--- src/rtl/csr_bus_arbiter.sv ---
// Two-master CSR bus arbiter: a strobe-only port A (SPI side) with a 1-deep pending slot
// that always wins, and a wait-request port B (host/debug) served when the slot is empty.
module csr_bus_arbiter #(
    parameter int A_WIDTH = 5,
    parameter int D_WIDTH = 8
) (
    input  logic               clk,
    input  logic               reset,
    input  logic [A_WIDTH-1:0] a_address,
    input  logic               a_read,
    input  logic               a_write,
    input  logic [D_WIDTH-1:0] a_writedata,
    output logic [D_WIDTH-1:0] a_readdata,
    output logic               a_rd_done,
    output logic               a_overrun,
    input  logic               a_overrun_clr,
    input  logic [A_WIDTH-1:0] b_address,
    input  logic               b_read,
    input  logic               b_write,
    input  logic [D_WIDTH-1:0] b_writedata,
    output logic               b_waitrequest,
    output logic [D_WIDTH-1:0] b_readdata,
    output logic               b_readdatavalid,
    output logic [A_WIDTH-1:0] m_address,
    output logic               m_read,
    output logic               m_write,
    output logic [D_WIDTH-1:0] m_writedata,
    input  logic [D_WIDTH-1:0] m_readdata
);

    typedef enum logic [1:0] {
        IDLE = 2'd0,
        RD_A = 2'd1,
        RD_B = 2'd2
    } state_t;

    state_t             state;
    state_t             state_next;

    logic               slot_full;
    logic [A_WIDTH-1:0] slot_addr;
    logic [D_WIDTH-1:0] slot_data;
    logic               slot_wr;

    logic               a_strobe;
    logic               b_req;
    logic               bus_free;
    logic               issue_a;
    logic               issue_b;
    logic               slot_load;
    logic               overrun_set;

    // Arbitration, CSR bus drive and next state; no issue while reset is held so the
    // bus stays quiet, but b_waitrequest keeps following its plain equation.
    always_comb begin
        a_strobe      = a_read | a_write;
        b_req         = b_read | b_write;
        bus_free      = (state == IDLE) && !slot_full;
        issue_a       = !reset && (state == IDLE) && slot_full;
        issue_b       = !reset && bus_free && b_req;
        slot_load     = a_strobe && (!slot_full || issue_a);
        overrun_set   = (a_read && a_write) || (a_strobe && slot_full && !issue_a);
        b_waitrequest = b_req && !bus_free;

        m_address     = '0;
        m_read        = 1'b0;
        m_write       = 1'b0;
        m_writedata   = '0;
        state_next    = state;

        if (issue_a) begin
            m_address   = slot_addr;
            m_write     = slot_wr;
            m_read      = !slot_wr;
            m_writedata = slot_wr ? slot_data : '0;
            state_next  = slot_wr ? IDLE : RD_A;
        end else if (issue_b) begin
            m_address   = b_address;
            m_write     = b_write;
            m_read      = !b_write;
            m_writedata = b_write ? b_writedata : '0;
            state_next  = b_write ? IDLE : RD_B;
        end else if (state != IDLE) begin
            state_next  = IDLE;
        end
    end

    always_ff @(posedge clk) begin
        if (reset) begin
            state <= IDLE;
        end else begin
            state <= state_next;
        end
    end

    // A simultaneous read+write strobe is stored as a write.
    always_ff @(posedge clk) begin
        if (reset) begin
            slot_full <= 1'b0;
            slot_addr <= '0;
            slot_data <= '0;
            slot_wr   <= 1'b0;
        end else if (slot_load) begin
            slot_full <= 1'b1;
            slot_addr <= a_address;
            slot_data <= a_write ? a_writedata : '0;
            slot_wr   <= a_write;
        end else if (issue_a) begin
            slot_full <= 1'b0;
        end
    end

    always_ff @(posedge clk) begin
        if (reset) begin
            a_overrun <= 1'b0;
        end else if (overrun_set) begin
            a_overrun <= 1'b1;
        end else if (a_overrun_clr) begin
            a_overrun <= 1'b0;
        end
    end

    // Read data returns the cycle after the strobe and is captured on the way back to IDLE.
    always_ff @(posedge clk) begin
        if (reset) begin
            a_readdata      <= '0;
            a_rd_done       <= 1'b0;
            b_readdata      <= '0;
            b_readdatavalid <= 1'b0;
        end else begin
            a_rd_done       <= (state == RD_A);
            b_readdatavalid <= (state == RD_B);
            if (state == RD_A) begin
                a_readdata <= m_readdata;
            end
            if (state == RD_B) begin
                b_readdata <= m_readdata;
            end
        end
    end

endmodule

--- config.mk ---
export PLATFORM = sky130hd
export DESIGN_NAME = csr_bus_arbiter
export DESIGN_NICKNAME = d
export VERILOG_FILES = /design/src/rtl/csr_bus_arbiter.sv
export SDC_FILE = /design/constraint.sdc
export NUM_CORES = 1
export LEC_CHECK = 0
export ABC_AREA = 1
export ABC_CLOCK_PERIOD_IN_PS = 1450
export BUFFER_PORTS_ARGS = -buffer_cell sky130_fd_sc_hd__buf_2
export CORE_MARGIN = 3
export CORE_UTILIZATION = 45
export CTS_CLUSTER_SIZE = 28
export DETAILED_ROUTE_END_ITERATION = 12
export HOLD_SLACK_MARGIN = 0.15
export PLACE_DENSITY = 0.84
export SKIP_LAST_GASP = 1
export SLEW_MARGIN = 20
export SYNTH_ARGS = -nofsm -noshare
export SYNTH_HDL_FRONTEND = slang
export SYNTH_SLANG_ARGS = --single-unit
--- constraint.sdc ---
create_clock -name clk -period 1.45 [get_ports clk]
set_clock_uncertainty 0.1 [all_clocks]
set_input_delay 0.145 -clock clk [delete_from_list [all_inputs] [get_ports clk]]
set_output_delay 0.145 -clock clk [all_outputs]
set_load 0.05 [all_outputs]
==> results.md <==
GRT
• **global routing usage on met2** 48.8%
• **GR met1 Demand/Resource** 25.9%
• **global-route wire length before repair** 8650 um
• **Most Used Layer, Global Route** met2
• **Global Route Usage Sum** 26.9%
• **maximum number of pins on one net before global-route repair** 19
• **met3 usage** 7.82%
• **via count of the first global-routing pass** 1925
• **initial antenna violation count** 0
• **remaining global-route overflow** 0

Timing
• **final cycle utilization of the critical path** 124%
• **setup slack after layout** -342 ps
• **minimum period implied by the final worst setup slack** 1790 ps
• **Rel. slew slack** 74.6%
• **f_max** 558 MHz
• **Worst-Margin Slew** 379 ps
• **Slew Limit Fails** 0
• **final number of setup-violating endpoints** 15
• **count of final hold-check violations** 0
• **unrepaired setup endpoints after global routing** yes
• **final hold slack** 193 ps

Worst setup path
• **start point of the critical path** state[0]$_SDFFE_PP0P_
• **setup slack of the worst register-to-register path** 80 ps
• **WP data arrival** 1550 ps
• **crit path launch type** flop
• **cell family with most CP delay** simple AND/OR/NAND/NOR gates
• **required time of the critical path** 1210 ps
• **cells along the critical path** nor2_4 -> nand2_4 -> clkinv_8 -> nand3_4 -> o22ai_4 -> buf_6
• **terminus of the critical flop-to-flop path** slot_data[5]$_SDFFE_PP0P_
• **start of the worst register-to-register path** state[0]$_SDFFE_PP0P_
• **delay contributed by the slowest stage of the critical path** 350 ps
• **total buffers and inverters traversed by the critical path** 2
• **CP max FO** 7
• **number of cells on the worst reg-to-reg path** 6
• **highest-delay cell along the critical path** sky130_fd_sc_hd__dfxtp_2
• **critical path class** flop to output pin
• **Worst Setup End Kind** output pin

Routing
• **antenna violation net count after detailed routing** 0
• **DRC Markers** 0
• **vias per cell** 5.35
• **post-detailed-routing wire length** 6540 um
• **Iter 0 DRT Violations** 156
• **routed len/inst** 17.6 um
• **first-pass detailed-route iteration total** 5
• **Vias** 1991

Clock network
• **clock tree sinks** 36
• **insertion delay to the later sink of the worst-skew pair** 360 ps
• **root buffer cell** sky130_fd_sc_hd__clkbuf_4
• **clock slew seen by the registers of the worst setup and hold paths** 110 ps
• **CTS tree** built
• **maximum level of the CTS H-tree** 2
• **deepest clock path buffer count** 2
• **number of clock buffers inserted by TritonCTS** 5

Floorplan
• **Chip Width** 66.1 um
• **number of rows created at floorplan** 21
• **IO Pins** 76
• **Core Footprint** 3420 um^2
• **initial core utilization** 47.6%
• **die height** 66.1 um
• **area of the die** 4370 um^2

Worst hold path
• **Worst Hold Depth** 5
• **type of the worst min-delay path** input pin to flop
• **Hold Path Origin** reset
• **WHS Endpoint** b_readdata[0]$_SDFFE_PP0P_

Pwr
• **power density over the cells** 999 nW/um^2
• **highest ir drop seen on vdd** 1.11 mV
• **Leak** 1.27 nW
• **Total Power Consumption** 2.86 mW

Yosys
• **Yosys reg bits** 36
• **Yosys warning count** 0
• **synthesized net count** 247
• **Gate Count Post-Synth** 206
• **Area contributors post-synth** sky130_fd_sc_hd__dfxtp_1 44%, sky130_fd_sc_hd__nor2_1 8.5%, sky130_fd_sc_hd__nand3_1 7.7%
• **cell accounting for the most synthesized area** sky130_fd_sc_hd__dfxtp_1
• **Yosys cell types** 23
• **Avg Synthesized Cell Area** 7.90 um^2
• **area share of the largest cell type after synthesis** 44.3%
• **sequential element share of the synthesized area** 44.3%
• **Post-Syn Area** 1630 um^2

Finish
• **diode count** 0
• **synthesis-to-finish area growth** 75.9%
• **cell area after layout** 2860 um^2
• **post-layout utilization of the core** 83.8%
• **fill cell total of the finished layout** 201
• **nets@finish** 366
• **share of final-layout standard cells stronger than drive strength 1** 47.9%

Placed design
• **Detailed Place HPWL** 3190 um
• **quantity of I/O buffers inserted on ports** 75
• **gp weighted congestion** 0.770
• **cell area reported after detailed placement** 2270 um^2
• **pre-CTS worst setup slack** -106 ps

Run
• **number of violations of the max-capacitance limit** 0

Run status
• **result of the run** finished, violations left
• **failing checks** setup timing

## kinds of logic after synthesis
logic type             Yosys count  synth area share [%]
AOI/OAI and AO/OA               43                  16.2
buffers and inverters           25                  8.15
DFF                             36                  44.3
and+or+nand+nor                102                  31.4
## cell usage in the layout (no fill, tap or decap), drive strengths merged
master	count
a21oi	17
dlygate4sd3	26
buf	91
nand2	39
nand3	27
clkbuf	7
o22ai	9
inv	13
nor2	40
dfxtp	36
bufinv	1
or2	1
clkinv	2
o21ai	16
a22oi	1
## repair_timing
action	in CTS	in global routing
hold endpoints to repair	32	0
pin swaps	6	4
resized for setup	44	11
hold buffers	26	0
endpoints found under the setup margin	16	31
gates cloned	2	3
setup buffers	2	1
## where the power goes
group | switching, mW | internal (mW) | total, mW
logic | 0.597 | 0.343 | 0.940
registers | 0.0480 | 1.06 | 1.10
clock network | 0.356 | 0.457 | 0.814
total | 1.00 | 1.86 | 2.86
## final cells by class
cell class / count / area [um^2] / share of cell area [%]
well taps: 46 / 57.6 / 2.01
flip-flops and latches: 36 / 727 / 25.4
clock inverters: 1 / 30.0 / 1.05
multi-input cells: 150 / 1020 / 35.6
clock buffers: 7 / 65.1 / 2.27
repair buffers: 117 / 890 / 31.1
inverters: 15 / 73.8 / 2.58
## tightest hold or removal path: stages
cell	delay, ps
sky130_fd_sc_hd__buf_2	140
sky130_fd_sc_hd__inv_4	50
sky130_fd_sc_hd__buf_4	170
sky130_fd_sc_hd__o21ai_0	80
sky130_fd_sc_hd__nor2_1	40
## synthesized netlist by cell type (all sizes together)
| cell | count |
|---|---|
| dfxtp | 36 |
| nor2 | 40 |
| o21ai | 16 |
| clkbuf | 3 |
| nand3 | 26 |
| clkinv | 1 |
| buf | 7 |
| a21oi | 17 |
| or2 | 1 |
| inv | 14 |
| o22ai | 9 |
| a22oi | 1 |
| nand2 | 35 |
## how the worst max path moves through the flow
stage	to	cells after the start
2_1_floorplan	m_writedata[0]	5
3_3_place_gp	m_writedata[0]	6
3_5_place_dp	m_writedata[1]	6
4_1_cts	m_writedata[1]	6
5_1_grt	m_writedata[4]	6
6_report	m_writedata[4]	6
## state kept, by name, summed over array words and instances, names as in the netlist
| name | flops |
|---|---|
| a_overrun | 1 |
| slot_wr | 1 |
| a_readdata | 8 |
| b_readdatavalid | 1 |
| slot_addr | 5 |
| b_readdata | 8 |
| a_rd_done | 1 |
| slot_data | 8 |
| state | 2 |
| slot_full | 1 |
## metal layers
metal | wire length, um | vias to the layer above | share of wire, %
met4 | 311 | 0 | 4.8
met5 | 0 | - | 0
met1 | 2350 | 906 | 36
met3 | 593 | 31 | 9.1
li1 | - | 927 | -
met2 | 3290 | 127 | 50
## through the flow
stage | std cells | setup TNS, ps
after detailed placement | 332 | -737
after global routing | 372 | -5340
after CTS | 370 | -4160
final | 372 | -4410
after floorplan | 206 | -153
after global placement | 332 | -492
Note: power is estimated with default switching activity, not from simulation.
